--- src/rtl/ysyx_040750_lsu_ctrl.sv ---
// MEM-stage load/store sequencer: one data-memory access per accepted
// load/store, with combinational bypass for non-memory instructions and
// a valid/allowin handshake toward both pipeline registers.
module ysyx_040750_lsu_ctrl #(
   parameter int P_ADDR_W  = 32,
   parameter int P_DATA_W  = 64,
   parameter int P_CNT_W   = 8,
   parameter int P_TIMEOUT = 200
) (
   input  logic                  I_sys_clk,
   input  logic                  I_rst,
   input  logic                  I_valid,
   output logic                  O_allowin,
   input  logic                  I_mem_ren,
   input  logic                  I_mem_wen,
   input  logic [P_ADDR_W-1:0]   I_addr,
   input  logic [P_DATA_W-1:0]   I_wdata,
   input  logic [P_DATA_W/8-1:0] I_wstrb,
   output logic                  O_valid,
   input  logic                  I_allowin,
   output logic [P_DATA_W-1:0]   O_mem_data,
   output logic                  O_mem_err,
   output logic                  O_req_valid,
   input  logic                  I_req_ready,
   output logic [P_ADDR_W-1:0]   O_req_addr,
   output logic                  O_req_wen,
   output logic [P_DATA_W-1:0]   O_req_wdata,
   output logic [P_DATA_W/8-1:0] O_req_wstrb,
   input  logic                  I_resp_valid,
   output logic                  O_resp_ready,
   input  logic [P_DATA_W-1:0]   I_resp_data,
   input  logic                  I_resp_err,
   output logic                  O_busy
);

   typedef enum logic [1:0] {
      IDLE = 2'd0,
      REQ  = 2'd1,
      WAIT = 2'd2,
      DONE = 2'd3
   } state_t;

   // Last counter value allowed in WAIT before declaring a timeout.
   localparam int                 TO_LAST_I = (P_TIMEOUT > 0) ? P_TIMEOUT - 1 : 0;
   localparam logic [P_CNT_W-1:0] TO_LAST   = P_CNT_W'(TO_LAST_I);
   localparam logic [P_CNT_W-1:0] CNT_ONE   = P_CNT_W'(1);
   localparam logic [P_CNT_W-1:0] CNT_MAX   = '1;

   state_t                  state_q, state_d;
   logic [P_ADDR_W-1:0]     addr_q, addr_d;
   logic                    wen_q, wen_d;
   logic [P_DATA_W-1:0]     wdata_q, wdata_d;
   logic [P_DATA_W/8-1:0]   wstrb_q, wstrb_d;
   logic [P_DATA_W-1:0]     data_q, data_d;
   logic                    err_q, err_d;
   logic [P_CNT_W-1:0]      cnt_q, cnt_d;

   logic mem_op;
   assign mem_op = I_mem_ren | I_mem_wen;

   // Request fields come straight from the latches, so they stay stable
   // for the whole REQ phase.
   assign O_req_addr  = addr_q;
   assign O_req_wen   = wen_q;
   assign O_req_wdata = wdata_q;
   assign O_req_wstrb = wstrb_q;
   assign O_busy      = (state_q != IDLE);

   // State and latch registers with synchronous reset.
   always_ff @(posedge I_sys_clk) begin
      if (I_rst) begin
         state_q <= IDLE;
         addr_q  <= '0;
         wen_q   <= 1'b0;
         wdata_q <= '0;
         wstrb_q <= '0;
         data_q  <= '0;
         err_q   <= 1'b0;
         cnt_q   <= '0;
      end else begin
         state_q <= state_d;
         addr_q  <= addr_d;
         wen_q   <= wen_d;
         wdata_q <= wdata_d;
         wstrb_q <= wstrb_d;
         data_q  <= data_d;
         err_q   <= err_d;
         cnt_q   <= cnt_d;
      end
   end

   // Next-state, latch updates and handshake outputs.
   always_comb begin
      state_d      = state_q;
      addr_d       = addr_q;
      wen_d        = wen_q;
      wdata_d      = wdata_q;
      wstrb_d      = wstrb_q;
      data_d       = data_q;
      err_d        = err_q;
      cnt_d        = cnt_q;
      O_allowin    = 1'b0;
      O_valid      = 1'b0;
      O_req_valid  = 1'b0;
      O_resp_ready = 1'b0;
      O_mem_data   = '0;
      O_mem_err    = 1'b0;
      case (state_q)
         IDLE: begin
            O_allowin = mem_op ? 1'b1 : I_allowin;
            if (I_valid) begin
               if (mem_op) begin
                  // Both ren and wen set is treated as a store.
                  addr_d  = I_addr;
                  wen_d   = I_mem_wen;
                  wdata_d = I_wdata;
                  wstrb_d = I_wstrb;
                  state_d = REQ;
               end else begin
                  O_valid = 1'b1;
               end
            end
         end
         REQ: begin
            O_req_valid = 1'b1;
            if (I_req_ready) begin
               cnt_d   = '0;
               state_d = WAIT;
            end
         end
         WAIT: begin
            O_resp_ready = 1'b1;
            if (I_resp_valid) begin
               data_d  = wen_q ? '0 : I_resp_data;
               err_d   = I_resp_err;
               state_d = DONE;
            end else begin
               if (cnt_q != CNT_MAX) begin
                  cnt_d = cnt_q + CNT_ONE;
               end
               if ((P_TIMEOUT != 0) && (cnt_q == TO_LAST)) begin
                  data_d  = '0;
                  err_d   = 1'b1;
                  state_d = DONE;
               end
            end
         end
         DONE: begin
            O_valid    = 1'b1;
            O_mem_data = data_q;
            O_mem_err  = err_q;
            if (I_allowin) begin
               state_d = IDLE;
            end
         end
         default: begin
            state_d = IDLE;
         end
      endcase
   end

endmodule

--- config.mk ---
export PLATFORM = sky130hd
export DESIGN_NAME = ysyx_040750_lsu_ctrl
export DESIGN_NICKNAME = d
export VERILOG_FILES = /design/src/rtl/ysyx_040750_lsu_ctrl.sv
export SDC_FILE = /design/constraint.sdc
export NUM_CORES = 1
export LEC_CHECK = 0
export BUFFER_PORTS_ARGS = -buffer_cell sky130_fd_sc_hd__buf_2
export CORE_AREA = 3 3 134 136
export DETAILED_ROUTE_END_ITERATION = 8
export DIE_AREA = 0 0 137 139
export GPL_TIMING_DRIVEN = 0
export PLACE_DENSITY_LB_ADDON = 0.2
export SETUP_SLACK_MARGIN = 0.05
export SYNTH_ARGS = -nofsm -noshare
export SYNTH_HDL_FRONTEND = slang
export SYNTH_SLANG_ARGS = --single-unit
--- constraint.sdc ---
create_clock -name I_sys_clk -period 2 [get_ports I_sys_clk]
set_input_delay 0.1 -clock I_sys_clk [delete_from_list [all_inputs] [get_ports I_sys_clk]]
set_output_delay 0.1 -clock I_sys_clk [all_outputs]
set_load 0.05 [all_outputs]
==> results by group <==
Synthesis
  – Yosys Warn Count: 0
  – Sequential share of the synthesized area: 0.536
  – Asr flop ratio synth: 0
  – Cell accounting for the most synthesized area: dfxtp_1
  – Count of cell types in the netlist: 40
  – Number of synthesized flops with an enable pin: 0
  – Mean post-synth cell area: about 8.9 µm²
  – Yosys top cell area share: 0.536
  – Ranking of synthesized cells by area: dfxtp_1 54%, nand2_1 12%, a21oi_1 8.3%
  – Post-synth top flop: dfxtp_1
  – Yosys reg bits: between 150 and 200
  – Post-Syn Nets: 940
  – Cell count after synthesis: 757
  – Synthesized area: ~6700 µm²

Min path
  – Min-Delay Path Class: input pin to register
  – Worst min-delay path startpoint: I_resp_valid

Critical path
  – CP max FO: 10
  – Crit path launch type: register
  – Worst setup EP type: register
  – Kind of critical path: register to register
  – Reg-to-Reg End: O_req_wdata[3]
  – Crit-path slowest cell: dfxtp_1
  – R2R depth: 9
  – Reg2Reg Setup Slack: roughly 0.11 ns
  – Max incr delay on CP: 0.34 ns
  – Critical path required time: 2.28 ns
  – Worst setup path start: state_q[0]
  – Worst R2R Start: state_q[0]
  – Crit path capture: O_req_wdata[3]
  – Arrival time worst endpoint: 2.17 ns
  – CP cell instances: inv_2 > ha_4 > nand2_1 > or2_2 > buf_2 > clkbuf_4 > clkbuf_4 > nand2_1 > a21oi_1

GRT
  – Pin count of the biggest net entering global routing: 17
  – First-pass GRT wire length: between 30 and 40 mm
  – Vias in the first global route: ~7300
  – Initial antenna violation count: 0
  – GRT Util Overall: 0.247
  – Congestion Overflow GR: 0

Detailed routing
  – Number of iterations in the first detailed-routing pass: 5
  – Vias: around 7300
  – Drt initial violations: 325
  – DRC viols: 0
  – WL/cell: about 16 µm
  – Routed WL: between 20 and 25 mm
  – Final antenna-violating net count: 0
  – Routed vias/inst: ~4.8

Power
  – Leak Pwr: around 5.2 nW
  – Pwr per Cell Area: between 1000 and 1500 nW/µm²
  – Maximum VDD drop: between 700 and 800 µV
  – Total power: around 12 mW

STA
  – Setup TNS: 0 ns
  – Final Hold Slack: between 0.09 and 0.1 ns
  – Slew Viols, Final: 0
  – Fmax achieved: roughly 0.53 GHz
  – Final Critical Period: between 1.5 and 2 ns
  – Setup-failing EPs final: 0
  – Unrepaired setup endpoints after global routing: true
  – Part of the cycle the worst path needs: 0.946
  – Clock Skews: between 0.01 and 0.015 ns
  – Worst Tran Pin Value: ~0.58 ns
  – Max_slew headroom: 0.610
  – Final-report hold violation count: 0

Die
  – Die X: 137 µm
  – Die area: ~19000 µm²
  – Site row count: 48
  – Core ar.: between 15000 and 20000 µm²
  – Starting Density: 0.394
  – Die height: between 100 and 150 µm
  – Num ports: 352

CTS
  – Depth of the CTS H-tree: 4
  – Total CTS buffers: 17
  – CTS Sinks: 180
  – Clk Latency, worst-skew pair: 0.43 ns
  – TritonCTS clock tree: built
  – Clock buffer depth: 2
  – Post-CTS Setup Bufs: 0
  – Clock-pin slew on the worst setup and hold paths: 0.07 ns
  – Root Driver: clkbuf_16

Final layout
  – Finished Core Util: 0.661
  – Finished layout cell area: 11300 µm²
  – Share of cells above drive strength 1: 0.332
  – Synth-to-Final Area Change: 67.6%
  – Number of diodes: 0
  – Nets: roughly 1500

Placed design
  – Number of I/O port buffers: between 300 and 400
  – DP HPWL: 16.2 mm
  – Placed cell area: between 8000 and 9000 µm²
  – Gpl congestion: between 0.8 and 0.9

Status
  – Outcome: finished clean

Run
  – Maxcap violations: 0
[worst min-delay path by stage]
| stage | depth (start not counted) | to | slack (ns) |
|---|---|---|---|
| after floorplan | 1 | data_q[10] | 0.23 |
| after global placement | 2 | data_q[46] | 0.32 |
| after detailed placement | 2 | data_q[11] | 0.32 |
| after CTS | 4 | err_q | 0.07 |
| after global routing | 3 | cnt_q[6] | 0.15 |
| final | 4 | err_q | 0.1 |
[Yosys cell counts, types with 2 or more instances]
cell type	count
and2_1	65
a21oi_1	112
or4_1	4
a32oi_1	2
o21ai_0	4
dfxtp_1	180
inv_1	8
o31ai_1	4
ha_1	6
a22o_1	64
nor2_1	8
clkbuf_1	27
buf_6	8
nand3_1	3
buf_2	22
nand2b_1	3
a221oi_1	2
or3_1	2
nand2_1	212
[flip-flops by register name, summed over array words and instances, names as in the netlist]
name	flops
O_req_wen	1
data_q	64
O_req_wdata	64
O_req_wstrb	8
O_req_addr	32
cnt_q	8
err_q	1
state_q	2
[layout by cell type, fill, tap and decap left out, types with 4 or more instances in the layout]
cell | Yosys | final
buf_6 | 8 | 11
a22o_1 | 64 | 64
and2_1 | 65 | 65
buf_4 | 0 | 37
nand2_1 | 212 | 212
buf_2 | 22 | 326
or4_1 | 4 | 4
o31ai_1 | 4 | 4
clkbuf_16 | 0 | 17
inv_1 | 8 | 6
dlygate4sd3_1 | 0 | 171
clkbuf_1 | 27 | 22
dfxtp_1 | 180 | 179
nor2_1 | 8 | 7
a21oi_1 | 112 | 112
o21ai_0 | 4 | 4
clkbuf_4 | 0 | 10
[what timing repair did]
action,in CTS,in global routing
hold buffers,171,0
resized for setup,48,27
endpoints found under the hold margin,170,0
endpoints found under the setup margin,226,105
[power breakdown]
part           internal [mW]  total (mW)  switching (mW)
Combinational           1.38        4.32            2.94
Clock                   2.08        3.50            1.42
Sequential              4.09        4.35           0.261
[worst max-delay path: cells and delay by family, from the launching register on]
kind | cells | cell delay, ns
compound gates | 1 | 0.09
fa+ha+maj | 1 | 0.18
buf+inv | 4 | 0.70
flops | 1 | 0.34
simple gates | 3 | 0.44
[kinds of logic after synthesis]
family | share of synthesized area
adder cells (fa/ha/maj) | 0.0112
flip-flops | 0.536
multiplexers | 0.00149
XOR/XNOR | 0.00130
AND/OR/NAND/NOR | 0.207
AO/OA/AOI/OAI | 0.194
buffers and inverters | 0.0499
[layer usage]
metal  wire length [µm]  up-vias  global-route usage
met4                903        0               0.107
met5                  0        -                   0
met3               2000       56              0.0762
li1                   -     3636                   -
met1               9580     3285               0.278
met2              11800      316               0.428
[final cells by class]
cell class                      instances  area (µm²)
Clock inverter                         10         146
Inverter                                8        30.0
Tap cell                              225         282
Clock buffer                           21         470
Fill cell                            1363        5790
Buffer                                 58         343
Sequential cell                       180        3600
Multi-Input combinational cell        511        2820
Timing Repair Buffer                  521        3570
[through the flow]
stage                     instances  setup slack (ns)
after floorplan                 757             0.121
after global placement         1332            -0.143
after detailed placement       1332            -0.195
after CTS                      1534            0.0220
after global routing           1534            0.0260
final                          1534             0.109
Power figures use the tool's default switching activity.
